File: src/rtl/wb_pseudorandom_if.sv
// Wishbone slave bus bundle for the pseudorandom peripheral.
// Signal names are from the slave's point of view.
interface wb_pseudorandom_if;
  logic        wbs_stb_i;
  logic        wbs_cyc_i;
  logic        wbs_we_i;
  logic [3:0]  wbs_sel_i;
  logic [31:0] wbs_adr_i;
  logic [31:0] wbs_dat_i;
  logic        wbs_ack_o;
  logic [31:0] wbs_dat_o;

  modport master (
    output wbs_stb_i, wbs_cyc_i, wbs_we_i, wbs_sel_i, wbs_adr_i, wbs_dat_i,
    input  wbs_ack_o, wbs_dat_o
  );

  modport slave (
    input  wbs_stb_i, wbs_cyc_i, wbs_we_i, wbs_sel_i, wbs_adr_i, wbs_dat_i,
    output wbs_ack_o, wbs_dat_o
  );
endinterface

File: src/rtl/wb_pseudorandom.sv
// Wishbone slave holding a 32-bit Galois LFSR that firmware can seed, step,
// read and count, with a step-burst engine and a burst-done interrupt.
module wb_pseudorandom #(
  parameter logic [31:0] BASE_ADDR    = 32'h3000_0000,
  parameter logic [31:0] SEED_DEFAULT = 32'hACE1_2468,
  parameter logic [31:0] POLY         = 32'h8020_0003
) (
  input  logic                 wb_clk_i,
  input  logic                 wb_rst_i,
  wb_pseudorandom_if.slave     wbs,
  output logic [7:0]           rnd_o,
  output logic                 irq_o
);

  localparam logic [5:0] OFF_CTRL   = 6'h00;
  localparam logic [5:0] OFF_SEED   = 6'h01;
  localparam logic [5:0] OFF_DATA   = 6'h02;
  localparam logic [5:0] OFF_COUNT  = 6'h03;
  localparam logic [5:0] OFF_STEP   = 6'h04;
  localparam logic [5:0] OFF_STATUS = 6'h05;

  logic [31:0] state_q, state_d;
  logic [31:0] seed_q, seed_d;
  logic [2:0]  ctrl_q, ctrl_d;
  logic [31:0] count_q, count_d;
  logic [15:0] burst_q, burst_d;
  logic        done_q, done_d;
  logic        ack_q, ack_d;
  logic [31:0] dat_q, dat_d;

  logic        req, wr, rd;
  logic [5:0]  off;
  logic [31:0] seed_merged, seed_new, step_val, rd_mux;
  logic        seed_wr, read_step, do_step, busy;

  assign req  = wbs.wbs_stb_i & wbs.wbs_cyc_i & ~ack_q &
                (wbs.wbs_adr_i[31:8] == BASE_ADDR[31:8]);
  assign wr   = req & wbs.wbs_we_i;
  assign rd   = req & ~wbs.wbs_we_i;
  assign off  = wbs.wbs_adr_i[7:2];
  assign busy = (burst_q != 16'd0);

  generate
    for (genvar gi = 0; gi < 4; gi++) begin : g_seed_bytes
      assign seed_merged[gi*8 +: 8] = wbs.wbs_sel_i[gi] ? wbs.wbs_dat_i[gi*8 +: 8]
                                                        : seed_q[gi*8 +: 8];
    end
  endgenerate

  // A zero seed would lock the LFSR, so it is replaced before it lands anywhere.
  assign seed_new  = (seed_merged == 32'd0) ? SEED_DEFAULT : seed_merged;
  assign seed_wr   = wr && (off == OFF_SEED);
  assign read_step = rd && (off == OFF_DATA) && ctrl_q[1];
  assign do_step   = ctrl_q[0] | busy | read_step;
  assign step_val  = state_q[0] ? ((state_q >> 1) ^ POLY) : (state_q >> 1);

  always_comb begin
    rd_mux = 32'd0;
    case (off)
      OFF_CTRL:   rd_mux = {29'd0, ctrl_q};
      OFF_SEED:   rd_mux = seed_q;
      OFF_DATA:   rd_mux = state_q;
      OFF_COUNT:  rd_mux = count_q;
      OFF_STEP:   rd_mux = {16'd0, burst_q};
      OFF_STATUS: rd_mux = {30'd0, done_q, busy};
      default:    rd_mux = 32'd0;
    endcase
  end

  always_comb begin
    state_d = state_q;
    seed_d  = seed_q;
    ctrl_d  = ctrl_q;
    count_d = count_q;
    burst_d = burst_q;
    done_d  = done_q;
    ack_d   = req;
    dat_d   = rd ? rd_mux : 32'd0;

    if (rd && (off == OFF_STATUS)) done_d = 1'b0;

    // Seed load beats stepping and cancels any burst in flight.
    if (seed_wr) begin
      state_d = seed_new;
      seed_d  = seed_new;
      burst_d = 16'd0;
    end else if (do_step) begin
      state_d = step_val;
      count_d = count_q + 32'd1;
      if (busy) begin
        burst_d = burst_q - 16'd1;
        if (burst_q == 16'd1) done_d = 1'b1;
      end
    end

    if (wr && (off == OFF_CTRL) && wbs.wbs_sel_i[0]) ctrl_d = wbs.wbs_dat_i[2:0];
    if (wr && (off == OFF_COUNT)) count_d = 32'd0;
    if (wr && (off == OFF_STEP) && (wbs.wbs_dat_i[15:0] != 16'd0))
      burst_d = wbs.wbs_dat_i[15:0];
  end

  always_ff @(posedge wb_clk_i) begin
    if (wb_rst_i) begin
      state_q <= SEED_DEFAULT;
      seed_q  <= SEED_DEFAULT;
      ctrl_q  <= 3'b010;
      count_q <= 32'd0;
      burst_q <= 16'd0;
      done_q  <= 1'b0;
      ack_q   <= 1'b0;
      dat_q   <= 32'd0;
    end else begin
      state_q <= state_d;
      seed_q  <= seed_d;
      ctrl_q  <= ctrl_d;
      count_q <= count_d;
      burst_q <= burst_d;
      done_q  <= done_d;
      ack_q   <= ack_d;
      dat_q   <= dat_d;
    end
  end

  assign wbs.wbs_ack_o = ack_q;
  assign wbs.wbs_dat_o = dat_q;
  assign rnd_o         = state_q[7:0];
  assign irq_o         = done_q & ctrl_q[2];

endmodule

File: src/flat_wrapper.sv
// flat-port wrapper written by rule: the top's interface ports become plain ports
module wb_pseudorandom_flat 
#(
  parameter logic [31:0] BASE_ADDR    = 32'h3000_0000,
  parameter logic [31:0] SEED_DEFAULT = 32'hACE1_2468,
  parameter logic [31:0] POLY         = 32'h8020_0003
)
  (wb_clk_i, wb_rst_i, rnd_o, irq_o, wbs_wbs_stb_i, wbs_wbs_cyc_i, wbs_wbs_we_i, wbs_wbs_sel_i, wbs_wbs_adr_i, wbs_wbs_dat_i, wbs_wbs_ack_o, wbs_wbs_dat_o);
  wb_pseudorandom_if wbs_i ();
  input  logic wb_clk_i;
  input  logic wb_rst_i;
  output logic [7:0] rnd_o;
  output logic irq_o;
  input wire logic [$bits(wbs_i.wbs_stb_i)-1:0] wbs_wbs_stb_i;
  input wire logic [$bits(wbs_i.wbs_cyc_i)-1:0] wbs_wbs_cyc_i;
  input wire logic [$bits(wbs_i.wbs_we_i)-1:0] wbs_wbs_we_i;
  input wire logic [$bits(wbs_i.wbs_sel_i)-1:0] wbs_wbs_sel_i;
  input wire logic [$bits(wbs_i.wbs_adr_i)-1:0] wbs_wbs_adr_i;
  input wire logic [$bits(wbs_i.wbs_dat_i)-1:0] wbs_wbs_dat_i;
  output wire logic [$bits(wbs_i.wbs_ack_o)-1:0] wbs_wbs_ack_o;
  output wire logic [$bits(wbs_i.wbs_dat_o)-1:0] wbs_wbs_dat_o;
  assign wbs_i.wbs_stb_i = wbs_wbs_stb_i;
  assign wbs_i.wbs_cyc_i = wbs_wbs_cyc_i;
  assign wbs_i.wbs_we_i = wbs_wbs_we_i;
  assign wbs_i.wbs_sel_i = wbs_wbs_sel_i;
  assign wbs_i.wbs_adr_i = wbs_wbs_adr_i;
  assign wbs_i.wbs_dat_i = wbs_wbs_dat_i;
  assign wbs_wbs_ack_o = wbs_i.wbs_ack_o;
  assign wbs_wbs_dat_o = wbs_i.wbs_dat_o;
  wb_pseudorandom #(.BASE_ADDR(BASE_ADDR), .SEED_DEFAULT(SEED_DEFAULT), .POLY(POLY)) u_core (.wb_clk_i(wb_clk_i), .wb_rst_i(wb_rst_i), .wbs(wbs_i), .rnd_o(rnd_o), .irq_o(irq_o));
endmodule
File: config.mk
export PLATFORM = sky130hd
export DESIGN_NAME = wb_pseudorandom_flat
export DESIGN_NICKNAME = d
export VERILOG_FILES = /design/src/rtl/wb_pseudorandom_if.sv /design/src/rtl/wb_pseudorandom.sv /design/src/flat_wrapper.sv
export SDC_FILE = /design/constraint.sdc
export NUM_CORES = 1
export LEC_CHECK = 0
export ABC_AREA = 1
export BUFFER_PORTS_ARGS = -buffer_cell sky130_fd_sc_hd__buf_2
export CORE_AREA = 2 2 142 144
export DETAILED_ROUTE_END_ITERATION = 6
export DIE_AREA = 0 0 144 146
export SYNTH_ARGS = -nofsm -noshare
export SYNTH_HDL_FRONTEND = slang
export SYNTH_SLANG_ARGS = --single-unit
File: constraint.sdc
create_clock -name wb_clk_i -period 3.3 [get_ports wb_clk_i]
set_clock_uncertainty 0.15 [all_clocks]
set_input_delay 0.165 -clock wb_clk_i [delete_from_list [all_inputs] [get_ports wb_clk_i]]
set_output_delay 0.165 -clock wb_clk_i [all_outputs]
set_load 0.005 [all_outputs]
==> summary.txt, run 1 <==
Status
  • Run status: complete, no violations

Clocking
  • Postcts setup bufs: 0
  • Number of hold buffers added after CTS: 20
  • Reg clk slew, reported paths: roughly 0.06 ns
  • CTS sink cnt: 149
  • Root Buffer: clkbuf_16
  • H-tree depth: 4
  • CTS Buffer Depth: 2
  • TritonCTS Buffers: 17
  • Gates resized, CTS repair: 0
  • Worst-Skew Late Latency: between 0.4 and 0.5 ns
  • CTS tree: built

Timing
  • Hold Violations, Final: 0
  • Final setup margin: 0.642 ns
  • Max Freq: between 300 and 400 MHz
  • Slew headroom: 43.0%
  • Min Tclk post-route: around 2.7 ns
  • TNS Setup: 0 ns
  • RSZ-0062 raised after global routing: false
  • Fin. max-slew vios: 0
  • Setup Viol. Count Final: 0
  • Slew @ Worst Pin: 0.855 ns
  • Final period util: 80.5%

Critical path
  • Critical Path Source Type: flop
  • Arr. time, crit path: 2.84 ns
  • CP Max Fanout: 34
  • R2r setup slk: about 0.64 ns
  • Worst EP required: 3.48 ns
  • Crit Reg-Reg Startpoint: u_core.burst_q[14]
  • R2r worst-path depth: 11
  • Setup crit end kind: flop
  • Reg-to-Reg End: u_core.state_q[15]
  • CP Class: reg -> reg

GRT
  • Largest net degree at the start of global routing: 112
  • Initial antenna violation count: 0
  • First-pass GRT wire length: 43500 um
  • Total congestion overflow: 0
  • Global-route usage over all layers: 26.3%
  • Vias in the first global route: 8304

Yosys
  • Syn nets: 1421
  • Mean Syn Cell Area: 6.39 sq um
  • FF+latch count, synth: roughly 150
  • Post-synth top flop: dfxtp_1
  • Syn. warnings: 0
  • Post-synth EDFFs: 0
  • Seq/Total Area, Yosys: a little over a third
  • Synthesized cell area: roughly 8600 sq um
  • Post-synth cell types: 41
  • Mapped Cells: around 1300
  • Async SR Flop Fraction: 0%

Floorplanning
  • Initial Utilization: about 44%
  • Die Span X: 144 um
  • Die Ht: 146 um
  • Core area: 19300 sq um
  • Row count: 51
  • I/O pins: 115
  • Die area: 21000 sq um

Placed design
  • Post-Place Worst Slack: 0.691 ns
  • Gpl congestion: 0.860
  • Post-DP HPWL: 19400 um
  • IO Port Bufs: 112

Power and ir drop
  • Sequential power share: 36.9%
  • Power, Total: just over 0.006 W
  • Sw frac: between 30 and 40%
  • Logic pwr share: between 30% and 40%
  • PD cells: 617 nW/um^2
  • Switching Power: 0.00235 W
  • Static leakage: 4.81 nW
  • P_int: 0.00386 W
  • Share of power burned in the clock network: between 30% and 40%
  • Worst IR Drop VDD: 0.000379 V

Finish
  • P&R area growth vs syn: 17.2%
  • Diodes inserted: 0
  • Nets: about 1500
  • Layout cells sized above 1: 15.0%

Flow run
  • Max_cap viols: 0

Detailed routing
  • Via count: approximately 9000
  • DRT Pass-1 Iters: 5
  • 1st-iter DRT viols: 915
  • Post-route ant nets: 0
  • Residual DRC: 0
  • Routed len/inst: 15.9 um
  • WL final: 27500 um
  • Vias per cell: 5.25

Worst hold path
  • Hold path endpoint: u_core.wbs.wbs_ack_o
  • Cells on Worst Hold Path: 6
  • Hold crit path type: in -> reg
  • Worst Hold Launch: wbs_wbs_adr_i[26]
-- critical path, stage by stage (launching register included) --
cell     delay (ns)
dfxtp_1        0.31
inv_1          0.15
nand3_1        0.12
nor3_2         0.34
nand2_2        0.19
nor2_4         0.34
nand2_4        0.32
buf_4          0.33
nand3_2        0.10
nand3_1        0.08
nand2_1        0.06
inv_1          0.04
-- logic make-up (layout without fill, tap and decap cells) --
| kind of cell | Yosys count | in the layout | synth area share (%) |
|---|---|---|---|
| AOI/OAI and AO/OA | 140 | 140 | 9.78 |
| xor gates and xnor gates | 10 | 10 | 1.02 |
| adders and majority gates | 4 | 4 | 0.583 |
| buffers and inverters | 275 | 395 | 13.6 |
| DFF | 149 | 149 | 34.7 |
| and+or+nand+nor | 766 | 766 | 40.3 |
-- synth_stat cells (2+ instances only) --
cell / instances / area share (%)
a21oi_1: 54 / 3.1
a21oi_2: 2 / 0.20
a221oi_1: 15 / 1.5
a22oi_1: 4 / 0.35
a31oi_1: 2 / 0.15
buf_1: 3 / 0.13
buf_2: 20 / 1.2
buf_4: 17 / 1.5
buf_6: 6 / 0.79
clkbuf_1: 22 / 0.96
dfxtp_1: 149 / 35
ha_1: 4 / 0.58
inv_1: 195 / 8.5
inv_2: 11 / 0.48
nand2_1: 345 / 15
nand3_1: 134 / 7.8
nand3_2: 17 / 2.0
nand3b_1: 2 / 0.17
nand4_1: 66 / 4.8
nor2_1: 168 / 7.3
nor2_2: 8 / 0.58
nor2_4: 4 / 0.52
nor3_1: 10 / 0.58
nor3_2: 4 / 0.47
nor4_1: 2 / 0.15
o211ai_1: 6 / 0.52
o21ai_0: 32 / 1.9
o221ai_1: 5 / 0.51
o22ai_1: 17 / 1.2
xor2_1: 9 / 0.92
-- power groups by stage --
stage,Sequential (W),Combinational (W),Clock (W)
final,0.00229,0.00202,0.00190
after global routing,0.00233,0.00226,0.00199
after CTS,0.00228,0.00201,0.00192
after detailed placement,0.00232,0.00198,0
after global placement,0.00232,0.00195,0
after floorplan,0.00225,0.00157,0
-- through the flow --
step	instances	utilization, %	cell area, sq um	hold WS, ns
after global placement	1678	48.1	9300	0.284
after floorplan	1344	-	8590	0.0990
after global routing	1729	52.1	10100	0.0525
after CTS	1729	52.1	10100	0.0148
after detailed placement	1678	48.1	9300	0.291
final	1729	52.1	10100	0.0141
-- worst max path at each step --
stage / startpoint / end / slack (ns)
2_1_floorplan: u_core.count_q[0] / u_core.count_q[28] / 1.52
3_3_place_gp: u_core.burst_q[12] / u_core.state_q[15] / 0.72
3_5_place_dp: u_core.burst_q[14] / u_core.state_q[15] / 0.69
4_1_cts: u_core.burst_q[14] / u_core.state_q[15] / 0.69
5_1_grt: wbs_wbs_adr_i[6] / u_core.count_q[1] / 0.47
6_report: u_core.burst_q[14] / u_core.state_q[15] / 0.64
-- metal layers --
layer  wire (um)  GRT usage (%)  vias up  share of wire, %
met5           0              0        -                 0
met4         386           6.57        0               1.4
met3        1830           4.71       33               6.7
met2       12300           41.9      301                45
met1       13000           36.8     4191                47
li1            -              -     4548                 -
-- sequential cells by signal (all words and copies together), names as in the netlist --
register / flops
u_core.burst_q: 16
u_core.ctrl_q: 3
u_core.count_q: 32
u_core.wbs.wbs_ack_o: 1
u_core.wbs.wbs_dat_o: 32
u_core.state_q: 32
u_core.seed_q: 32
u_core.done_q: 1
-- layout make-up --
cell class                 count  area [sq um]
timing repair buffer         157           961
sequential                   149          2980
tap                          265           332
multi-input combinational    920          4450
fill                        2028          9270
inverter                     207           777
clock inverter                11           100
clock buffer                  20           467
-- cell usage in the layout (no fill, tap or decap), types with 8 or more instances in the layout --
cell type,count
o22ai_1,17
inv_2,11
dfxtp_1,149
buf_2,112
nor2_1,168
nand3_1,134
nand2_1,345
buf_4,24
nor2_2,8
o21ai_0,32
a21oi_1,54
dlygate4sd3_1,20
xor2_1,9
nand3_2,16
inv_1,195
a221oi_1,15
clkbuf_16,17
nor3_1,10
nand4_1,66
Power figures use the tool's default switching activity.
==> run 2, diff against run 1 <==
Clock period 3.3 ns to 2.5 ns, I/O delays scaled along.
==> run 2 against run 1 <==
  * Critical path depth down 4
  * Sequential share of layout area shrank 0.55 points
  * First-iteration DRC count is 13% lower
  * Non-clock buffer count rose by 20
  * Worst setup slack got worse by 0.39 ns
  * Sequential power rose by 32%
  * Critical path type is now in -> reg
  * Critical endpoint is now u_core.wbs.wbs_dat_o[4]
  * Largest power group unchanged
==> summary.txt, run 2 (synthesis results as in run 1) <==
Floorplanning
  • I/O pins: 115 (unchanged)
  • Die Ht: 146 um (unchanged)
  • Row count: 51 (unchanged)
  • Die Span X: 144 um (unchanged)
  • Die area: 21000 sq um (unchanged)
  • Core area: 19300 sq um (unchanged)
  • Initial Utilization: 44.4% (unchanged)

Flow run
  • Max_cap viols: 0 (unchanged)

Critical path
  • CP cell instances: dlygate4sd3_1 > buf_2 > nor2_1 > dlygate4sd3_1 > nand4_1 > dlygate4sd3_1 > a31oi_1 (was inv_1 > nand3_1 > nor3_2 > nand2_2 > nor2_4 > nand2_4 > buf_4 > nand3_2 > nand3_1 > nand2_1 > inv_1)
  • CP Class: in -> reg (was reg -> reg)
  • Worst path top cell family by delay: buffers and inverters (was simple AND/OR/NAND/NOR gates)
  • Arr. time, crit path: 2.46 ns (was 2.84 ns)
  • Crit path from: wbs_wbs_adr_i[5] (was u_core.burst_q[14])
  • Worst EP required: 2.71 ns (was 3.48 ns)
  • CP max-delay cell: dlygate4sd3_1 (was nor3_2)
  • CP Max Fanout: 3 (was 34)
  • Setup crit end kind: flop (unchanged)
  • CP max stage delay: 0.61 ns (was 0.34 ns)
  • Crit Reg-Reg Startpoint: u_core.burst_q[12] (was u_core.burst_q[14])
  • Buf/Inv on CP: 4 (was 3)
  • Cell mode on critical path: dlygate4sd3_1
  • Critical Path Source Type: input port (was flop)

GRT
  • Initial antenna violation count: 0 (unchanged)
  • Largest net degree at the start of global routing: 80 (was 112)
  • Vias in the first global route: 8392 (was 8304)
  • Global-route usage over all layers: 26.7% (was 26.3%)
  • Total congestion overflow: 0 (unchanged)
  • First-pass GRT wire length: 44100 um (was 43500 um)

Power and ir drop
  • Switching Power: 0.00319 W (was 0.00235 W)
  • PD cells: 811 nW/um^2 (was 617 nW/um^2)
  • Worst IR Drop VDD: 0.000637 V (was 0.000379 V)
  • Share of power burned in the clock network: 30.4% (was 30.6%)
  • Static leakage: 4.91 nW (was 4.81 nW)
  • P_int: 0.00512 W (was 0.00386 W)
  • Sequential power share: 36.4% (was 36.9%)
  • Sw frac: 38.4% (was 37.8%)
  • Logic pwr share: 33.3% (was 32.5%)

Detailed routing
  • Vias per cell: 5.17 (was 5.25)
  • WL final: 27700 um (was 27500 um)
  • Post-route ant nets: 0 (unchanged)
  • 1st-iter DRT viols: 799 (was 915)
  • Routed len/inst: 15.8 um (was 15.9 um)
  • Via count: 9039 (was 9073)
  • DRT Pass-1 Iters: 5 (unchanged)
  • Residual DRC: 0 (unchanged)

Status
  • Run status: complete, no violations (unchanged)

Timing
  • Slew headroom: 54.3% (was 43.0%)
  • Final period util: 89.9%
  • TNS Setup: 0 ns (unchanged)
  • Min Tclk post-route: 2.25 ns
  • Max Freq: around 440 MHz
  • Setup Viol. Count Final: 0 (unchanged)
  • Hold Violations, Final: 0 (unchanged)
  • Fin. max-slew vios: 0 (unchanged)
  • RSZ-0062 raised after global routing: false (unchanged)
  • Slew @ Worst Pin: 0.681 ns (was 0.855 ns)
  • Final setup margin: 0.252 ns (was 0.642 ns)

Clocking
  • CTS Buffer Depth: 2 (unchanged)
  • CTS sink cnt: 149 (unchanged)
  • Root Buffer: clkbuf_16 (unchanged)
  • H-tree depth: 4 (unchanged)
  • CTS tree: built (unchanged)
  • Worst-Skew Late Latency: 0.44 ns (was 0.43 ns)
  • Postcts setup bufs: 0 (unchanged)
  • Reg clk slew, reported paths: 0.07 ns (was 0.06 ns)
  • TritonCTS Buffers: 17 (unchanged)

Finish
  • Diodes inserted: 0 (unchanged)
  • Finished Layout Cells: 1750 (was 1729)
  • Design Area, Final: 10300 sq um (was 10100 sq um)
  • Layout cells sized above 1: 15.6% (was 15.0%)
  • Most frequent cells in the layout: 345 x nand2_1, 195 x inv_1, 168 x nor2_1 (unchanged)
  • P&R area growth vs syn: 19.4% (was 17.2%)
  • Fillcell total: 2029 (was 2028)
  • Most common cell after layout, fill and taps aside: nand2_1 (unchanged)
  • Nets: 1549 (was 1529)

Worst hold path
  • Hold crit path type: in -> reg (unchanged)
  • Worst Hold Launch: wbs_wbs_dat_i[16] (was wbs_wbs_adr_i[26])

Placed design
  • # placed instances: 1689 (was 1678)
  • Post-Place Worst Slack: 0.218 ns (was 0.691 ns)
  • Post-DP Area: 9390 sq um (was 9300 sq um)
  • IO Port Bufs: 112 (unchanged)
  • Gpl congestion: 0.871 (was 0.860)
  • Post-DP HPWL: 19900 um (was 19400 um)
run 2: changes by cell type in the layout (fill, tap and decap cells not counted), sizes merged:
cell / delta
buf: +11
clkbuf: -3
clkinv: -1
clkinvlp: +1
dlygate4sd3: +9
inv: +4
run 2: what timing repair did:
action,in CTS,in global routing
hold buffers,29,0
gates resized for setup,0,1
endpoints found under the hold margin,32,0
setup endpoints to repair,0,12
run 2: worst reg2reg max path, stage by stage (launching register included):
cell	delay, ns
dfxtp_1	0.32
inv_1	0.14
nand3_1	0.11
nor3_2	0.32
nand2_2	0.18
nor2_4	0.22
nand2_4	0.13
buf_12	0.19
nand3_2	0.11
nand3_1	0.08
nand2_1	0.06
inv_1	0.05
run 2: layout make-up:
cell class                 count  area, sq um  area share, %
clock buffer                  17          425           4.15
clock inverter                15          144           1.40
inverter                     207          777           7.58
multi-input combinational    920         4450           43.3
sequential                   149         2980           29.1
tap                          265          332           3.23
timing repair buffer         177         1150           11.2
run 2: metal layers:
| metal | routed length, um | global-route usage, % |
|---|---|---|
| met1 | 13200 | 37.9 |
| met2 | 12300 | 42.0 |
| met3 | 1720 | 4.08 |
| met4 | 507 | 7.25 |
| met5 | 0 | 0 |
run 2: power by group through the flow:
stage               Sequential [W]  Clock [W]  Combinational (W)
floorplan                  0.00297          0            0.00208
global placement           0.00306          0            0.00266
detailed placement         0.00306          0            0.00269
CTS                        0.00301    0.00256            0.00274
global route               0.00306    0.00265            0.00309
finish                     0.00302    0.00253            0.00277
run 2: worst paths after layout:
kind                                  end  slack, ns  depth (start not counted)
setup / recovery  u_core.wbs.wbs_dat_o[4]       0.25                          7
hold / removal         u_core.state_q[16]       0.03                          7
setup reg to reg       u_core.state_q[15]       0.35                         11
hold reg to reg         u_core.seed_q[30]       0.32                          2
run 2: stage by stage:
stage | total power [W] | util, % | hold WS (ns)
2_1_floorplan | 0.00505 | - | 0.0590
6_report | 0.00832 | 53.0 | 0.0263
5_1_grt | 0.00880 | 53.0 | 0.0672
3_5_place_dp | 0.00575 | 48.6 | 0.250
3_3_place_gp | 0.00573 | 48.6 | 0.248
4_1_cts | 0.00831 | 53.0 | 0.0167
